==> src/rtl/bram_port_arbiter.sv <==
// Round-robin arbiter sharing one BRAM port between N_REQ requesters.
// Optional `BRAM_ARB_LOCK_EN adds req_lock for burst priority retention.
module bram_port_arbiter #(
  parameter int N_REQ      = 3,
  parameter int ADDR_WIDTH = 12,
  parameter int MEM_WIDTH  = 16,
  parameter int SEL_WIDTH  = 2
) (
  input  logic                        clk,
  input  logic                        reset_n,
  input  logic [N_REQ-1:0]            req_valid,
  input  logic [N_REQ-1:0]            req_we,
  input  logic [N_REQ*ADDR_WIDTH-1:0] req_addr,
  input  logic [N_REQ*MEM_WIDTH-1:0]  req_wdata,
`ifdef BRAM_ARB_LOCK_EN
  input  logic [N_REQ-1:0]            req_lock,
`endif
  output logic [N_REQ-1:0]            req_ready,
  output logic [N_REQ-1:0]            rsp_valid,
  output logic [MEM_WIDTH-1:0]        rsp_rdata,
  output logic [ADDR_WIDTH-1:0]       bram_addr,
  output logic                        bram_ce,
  output logic                        bram_we,
  output logic [MEM_WIDTH-1:0]        bram_d,
  input  logic [MEM_WIDTH-1:0]        bram_q
);

  logic [SEL_WIDTH-1:0]  prio_q, prio_d;
  logic                  ce_q, we_q;
  logic [ADDR_WIDTH-1:0] addr_q;
  logic [MEM_WIDTH-1:0]  d_q;
  logic                  v1_q, v2_q;
  logic [SEL_WIDTH-1:0]  idx1_q, idx2_q;

  logic                  found;
  logic [SEL_WIDTH-1:0]  gidx;
  logic [N_REQ-1:0]      grant;
  logic                  sel_we;
  logic                  sel_lock;
  logic [ADDR_WIDTH-1:0] sel_addr;
  logic [MEM_WIDTH-1:0]  sel_d;
  logic [SEL_WIDTH:0]    cand;
  logic [SEL_WIDTH:0]    inc;

  // Rotating scan from prio_q; inner loop keeps all indices constant.
  always_comb begin
    found    = 1'b0;
    gidx     = '0;
    grant    = '0;
    sel_we   = 1'b0;
    sel_lock = 1'b0;
    sel_addr = '0;
    sel_d    = '0;
    cand     = '0;
    for (int k = 0; k < N_REQ; k++) begin
      cand = {1'b0, prio_q} + (SEL_WIDTH+1)'(k);
      if (cand >= (SEL_WIDTH+1)'(N_REQ))
        cand = cand - (SEL_WIDTH+1)'(N_REQ);
      for (int j = 0; j < N_REQ; j++) begin
        if (!found && reset_n && req_valid[j] &&
            cand == (SEL_WIDTH+1)'(j)) begin
          found    = 1'b1;
          gidx     = SEL_WIDTH'(j);
          grant[j] = 1'b1;
          sel_we   = req_we[j];
          sel_addr = req_addr[j*ADDR_WIDTH +: ADDR_WIDTH];
          sel_d    = req_wdata[j*MEM_WIDTH +: MEM_WIDTH];
`ifdef BRAM_ARB_LOCK_EN
          sel_lock = req_lock[j];
`else
          sel_lock = 1'b0;
`endif
        end
      end
    end
  end

  assign req_ready = grant;

  always_comb begin
    inc    = {1'b0, gidx} + 1'b1;
    prio_d = prio_q;
    if (found) begin
      if (sel_lock)
        prio_d = gidx;
      else if (inc >= (SEL_WIDTH+1)'(N_REQ))
        prio_d = '0;
      else
        prio_d = inc[SEL_WIDTH-1:0];
    end
  end

  always_ff @(posedge clk or negedge reset_n) begin
    if (!reset_n) begin
      prio_q <= '0;
      ce_q   <= 1'b0;
      we_q   <= 1'b0;
      addr_q <= '0;
      d_q    <= '0;
      v1_q   <= 1'b0;
      idx1_q <= '0;
      v2_q   <= 1'b0;
      idx2_q <= '0;
    end else begin
      prio_q <= prio_d;
      ce_q   <= found;
      we_q   <= found & sel_we;
      if (found) begin
        addr_q <= sel_addr;
        d_q    <= sel_d;
      end
      v1_q   <= found & ~sel_we;
      idx1_q <= gidx;
      v2_q   <= v1_q;
      idx2_q <= idx1_q;
    end
  end

  always_comb begin
    rsp_valid = '0;
    for (int j = 0; j < N_REQ; j++)
      if (v2_q && idx2_q == SEL_WIDTH'(j))
        rsp_valid[j] = 1'b1;
  end

  assign rsp_rdata = bram_q;
  assign bram_addr = addr_q;
  assign bram_ce   = ce_q;
  assign bram_we   = we_q;
  assign bram_d    = d_q;

endmodule

==> config.mk <==
export PLATFORM = sky130hd
export DESIGN_NAME = bram_port_arbiter
export DESIGN_NICKNAME = d
export VERILOG_FILES = /design/src/rtl/bram_port_arbiter.sv
export SDC_FILE = /design/constraint.sdc
export NUM_CORES = 1
export LEC_CHECK = 0
export CAP_MARGIN = 20
export CORE_MARGIN = 10
export CORE_UTILIZATION = 36
export DETAILED_ROUTE_END_ITERATION = 8
export GPL_TIMING_DRIVEN = 0
export PLACE_DENSITY = 0.82
export REMOVE_ABC_BUFFERS = 1
export SETUP_SLACK_MARGIN = 0.15
export SLEW_MARGIN = 25
export SYNTH_ARGS = -nofsm -noshare
export SYNTH_HDL_FRONTEND = slang
export SYNTH_SLANG_ARGS = --single-unit
==> constraint.sdc <==
create_clock -name clk -period 2.8 [get_ports clk]
set_input_delay 0.56 -clock clk [delete_from_list [all_inputs] [get_ports clk]]
set_output_delay 0.56 -clock clk [all_outputs]
set_load 0.1 [all_outputs]
==> impl_metrics.toml <==
[clocking]
cts.clk_slew.worst_paths_ns = 0.07
ctsHoldBuffers = 0
cts_inserted_buffers = 5
root_buffer = "clkbuf_8"
cts_tree = "yes"
clk_path_buf_depth = 2
htreeDepth = 2
clock_sinks = 38
worstSkewPairLatency_ns = 0.29

[power]
p_clk_frac = 0.113
p_per_area_nw_per_um2 = 1360
finalPower_w = 0.00510
p_seq_frac = 0.181
leakage_nw = 1.61
vdd_ir_drop_max_mv = 1.17
switching_share = 0.571
p_sw_w = 0.00291
pwr-share-comb = 0.705
p_int_w = 0.00219

[logic_synthesis]
async_reset_ff_frac = 1.00
syn_avg_cell_area_um2 = 9.36
ys_seq_elements = 38
synth_cells = 250
synth.top_cell.area_share = 0.406
synth_most_common_cell = "nand2_1"
synth_common_cells = "nand2_1 (59), dfrtp_1 (38), a222oi_1 (26), buf_4 (19), buf_2 (11)"
synth_warnings = 0
synth-main-ff-cell = "dfrtp_1"
synth_area_leader_cell = "dfrtp_1"
synth_area_leaders = "dfrtp_1 (41%), a222oi_1 (11%), nand2_1 (9.5%)"
synth_edf_count = 0
syn-cell-area_um2 = 2340
ys_seq_area_frac = 0.406
synth.distinct_cells = 58

[floorplan]
rows = 29
die_height_um = 101
die_w_um = 101
coreArea_um2 = 6350
die_area_um2 = 10100
io_pins = 160
initial_utilization = 0.368

[timing]
min_period_ns = 2.59
final_max_slew_viol_count = 0
fmax_ghz = 0.387
hold_viol = 0
setup_viol = 0
holdWs_ns = 0.219
rsz0062_at_grt = "yes"
timing.slew.headroom = 0.325
min_period_over_period = 0.924
fin_skew_ns = 0.00891
setup_tns_ns = 0
timing.final.ws_setup_ns = 0.213
worst_pin_slew_ns = 1.01

[critical_path]
max_stage_delay_ns = 0.52
critPathArrivalTime_ns = 2.03
critical_path.slowest_cell = "dlygate4sd2_1"
end_kind = "output port"
worst-setup-path-type = "in -> out"
reg2reg_depth = 8
path_cells = "dlygate4sd2_1 -> and3_4 -> a21oi_4 -> o21ai_0 -> buf_6"
startpoint_type = "input pin"
path_max_fanout = 14
required_ns = 2.24

[global_routing]
gr-total-overflow = 0
grt_pass1_vias = 2563
antenna_found_initial = 0
grt_pass1_wl_um = 13500
grt_use_total = 0.164
grt_max_degree = 61

[route]
drtPass1Iterations = 8
drcViolationCount = 0
ant_nets = 0
num_vias = 2453
drt_iter0_markers = 282
drt-total-wl_um = 8670
post_drt_wl_per_cell_um = 19.9
routed_via_density = 5.63

[flow_run]
max-cap-violations = 0

[cells_and_area]
area_growth_pct = 60.2
fin_nets = 468
drive_gt1_frac = 0.111
diodes = 0
nFillCells = 552
multi_input_area_um2 = 1190
seq_area_um2 = 951

[placement]
gp_congestion = 0.928
pre_cts_slack_ns = -1.56
place.port_buffers = 127
dp_hpwl_um = 6310

[min_path]
hold_path.class = "in -> async"

[status]
status = "finished clean"
state kept, by name, indices dropped and copies added, names as in the netlist:
signal / count
v2_q: 1
prio_q: 2
idx1_q: 2
bram_d: 16
v1_q: 1
bram_ce: 1
bram_addr: 12
idx2_q: 2
bram_we: 1
timing repair:
action | CTS | global route
cloned | 1 | 0
pin swaps | 2 | 1
resized for setup | 33 | 4
setup endpoints to repair | 28 | 17
setup buffers | 3 | 1
power by group through the flow:
stage	sequential (W)	clock [W]	combinational (W)
final	0.000925	0.000578	0.00360
after global routing	0.000960	0.000614	0.00379
after CTS	0.000926	0.000592	0.00357
after detailed placement	0.000936	0	0.00349
after global placement	0.000920	0	0.00342
after floorplan	0.00236	0	0.00109
layout make-up:
class,instances,area share
Tap cell,77,0.0257
Timing Repair Buffer,134,0.357
Inverter,7,0.00701
Sequential cell,38,0.254
Clock inverter,2,0.0160
Multi-Input combinational cell,172,0.318
Clock buffer,6,0.0220
cell usage in the layout (no fill, tap or decap), types with 3 or more instances in the layout:
cell type	netlist	final
clkdlybuf4s50_1	0	119
nand2_1	59	59
dfrtp_1	38	38
a222oi_1	26	26
nand3_1	8	7
o21ai_0	7	7
inv_1	6	6
clkbuf_8	0	6
buf_4	19	6
a21oi_1	5	5
nor3_1	4	4
o21ai_4	2	3
o21ai_1	3	3
and3_1	4	3
and2_1	3	3
a22oi_1	3	3
o22ai_1	3	3
dlygate4sd2_1	0	3
buf_6	2	3
per-stage QoR:
step / util / instance area, µm² / instances
finish: 0.590 / 3750 / 436
global route: 0.590 / 3750 / 436
CTS: 0.584 / 3710 / 434
detailed placement: 0.553 / 3510 / 422
global placement: 0.548 / 3480 / 420
floorplan: - / 2110 / 216
logic make-up (layout without fill, tap and decap cells):
family          Yosys count  count (layout)  synth area share
simple gates             93              93             0.191
compound gates           75              76             0.279
buf+inv                  41             149             0.109
fa+ha+maj                 2               2            0.0107
mux                       1               1           0.00428
flops                    38              38             0.406
metal layers:
metal  up-vias  global-route usage  routed length, µm
li1       1158                   -                  -
met1      1163               0.186               3320
met2       128               0.272               4390
met3         4              0.0809                903
met4         0              0.0304                 57
met5         -                   0                  0
critical path: cells and delay by family:
family | cells | cell delay [ns]
buf+inv | 2 | 0.79
simple gates | 1 | 0.34
compound gates | 2 | 0.33
worst paths after layout:
check / from / to / slack, ns
max: req_valid[1] / req_ready[1] / 0.21
min reg2reg: idx1_q[1] / idx2_q[1] / 0.35
max reg2reg: prio_q[0] / bram_d[7] / 0.43
max in group asynchronous: reset_n / bram_d[7] / 2.23
min: reset_n / bram_d[4] / 0.22
min in group clk: idx1_q[1] / idx2_q[1] / 0.35
(Power assumes the default switching activity.)
==> patch (same flow settings) <==
The option `BRAM_ARB_LOCK_EN` is turned on by a define.
--- a/src/rtl/bram_port_arbiter.sv
+++ b/src/rtl/bram_port_arbiter.sv
@@ -1,5 +1,7 @@
 // Round-robin arbiter sharing one BRAM port between N_REQ requesters.
 // Optional `BRAM_ARB_LOCK_EN adds req_lock for burst priority retention.
+`define BRAM_ARB_LOCK_EN
+
 module bram_port_arbiter #(
   parameter int N_REQ      = 3,
   parameter int ADDR_WIDTH = 12,
Interface: changed (added req_lock); port bits go from 160 to 163. The function was not compared with the original's and may differ.
==> patch against the original RTL <==
- clock power down 0.7%
- power up 3.7%
- sequential cell count unchanged
- sequential power down 5.3%
- synthesized cell count up 39%
- final area up 25%
- setup slack worse by 71 ps
- wire length up 52%
- area after synthesis up 28%
- largest cell class is now multi-input gates
- highest routed layer unchanged
==> patch: results (changes against the original RTL) <==
- Status: complete, no violations
- Clock transition at the registers of the reported paths: 90 ps (+20 ps)
- Leakage: 2.12 nW (+32%)
- Clock skew: 11.4 ps (+2.47 ps)
- Critical path arrival: 2100 ps (+70 ps)
- Post-synth top cells: 38 x dfrtp_1, 31 x a21oi_1, 31 x mux2i_1
- Max FO, Critical Path: 8 (-6)
- Vias: 3,541 (+44%)
- GRT Total Usage: 18.9% (+2.5 points)
- Number of distinct library cells after synthesis: 54 (-6.9%)
- Wirelength per Cell: 23.0 um (+16%)
- Synth top area cells: dfrtp_1 32%, mux2i_1 10%, a221oi_1 7.0%
- Pin count of the biggest net entering global routing: 60 (-1.6%)
- Gpl congestion: 0.913 (-1.6%)
- R2R setup slack: 380 ps (-50 ps)
- Pre-CTS setup slack: -1860 ps (-304 ps)
- Via count of the first global-routing pass: 3,510 (+37%)
- Placed cell area: 0.00422 mm2 (+20%)
- Pre-antenna DRT Iters: 5 (-3)
- Mapped Cells: 348 (+39%)
- DR vias/cell: 6.18 (+9.8%)
- Fin nets: 580 (+24%)
- Port Buf Inserts: 130 (+2.4%)
- Filler Cell Count: 722 (+31%)
- Global-route wire length before repair: 19,500 um (+45%)
- Sequential fraction of the synthesis area: 31.7% (-9.0 points)
## patch: layer usage
metal	vias to the layer above	wire, um	track usage (%)
met5	-	0	0
met4	0	354	5.74
met3	31	1350	6.82
met2	235	6570	32.4
met1	1722	4900	21.4
li1	1553	-	-
## patch: kinds of logic after synthesis
kind of cell | share of synthesized area [%]
fa+ha+maj | 0.833
mux | 11.6
compound gates | 32.2
simple gates | 10.0
flops | 31.7
buf+inv | 13.7
## patch: how the worst max path moves through the flow
| stage | from | end | slack, ps | depth (start not counted) |
|---|---|---|---|---|
| 2_1_floorplan | prio_q[1] | bram_addr[0] | -930 | 7 |
| 3_3_place_gp | reset_n | req_ready[2] | -4890 | 6 |
| 3_5_place_dp | req_valid[2] | req_ready[2] | -1860 | 6 |
| 4_1_cts | prio_q[0] | req_ready[2] | 80 | 8 |
| 5_1_grt | prio_q[0] | req_ready[2] | 70 | 8 |
| 6_report | prio_q[0] | req_ready[1] | 140 | 7 |
## patch: metrics by stage
stage / util, % / hold WS, ps
floorplan: - / 264
global placement: 50.6 / 332
detailed placement: 51.6 / 335
CTS: 55.7 / 199
global route: 57.4 / 154
finish: 57.4 / 157
## patch: power groups by stage
| stage | sequential (mW) | combinational (mW) | clock [mW] |
|---|---|---|---|
| 5_1_grt | 0.905 | 4.01 | 0.607 |
| 3_5_place_dp | 0.877 | 3.41 | 0 |
| 2_1_floorplan | 1.97 | 1.34 | 0 |
| 3_3_place_gp | 0.862 | 3.31 | 0 |
| 6_report | 0.876 | 3.84 | 0.574 |
| 4_1_cts | 0.874 | 3.65 | 0.583 |
## patch: layout make-up
cell class | instances | share of cell area (%)
inverter | 29 | 2.32
clock buffer | 5 | 1.47
clock inverter | 3 | 1.47
tap | 105 | 2.80
multi-input combinational | 237 | 38.3
sequential | 38 | 20.3
timing repair buffer | 156 | 33.3
## patch: timing repair
action                                  in CTS  in global routing
buffers inserted                            12                 12
hold endpoints to repair                     0                  0
cloned                                       3                  0
endpoints found under the setup margin      37                  6
pin swaps                                    6                  4
resized for setup                           48                 18
## patch: worst max-delay path, cell delays in order, from the launching register on
cell,delay [ps]
dfrtp_1,400
buf_4,150
ha_4,180
buf_6,140
buf_4,130
or4_4,560
nand2_4,90
buf_12,170
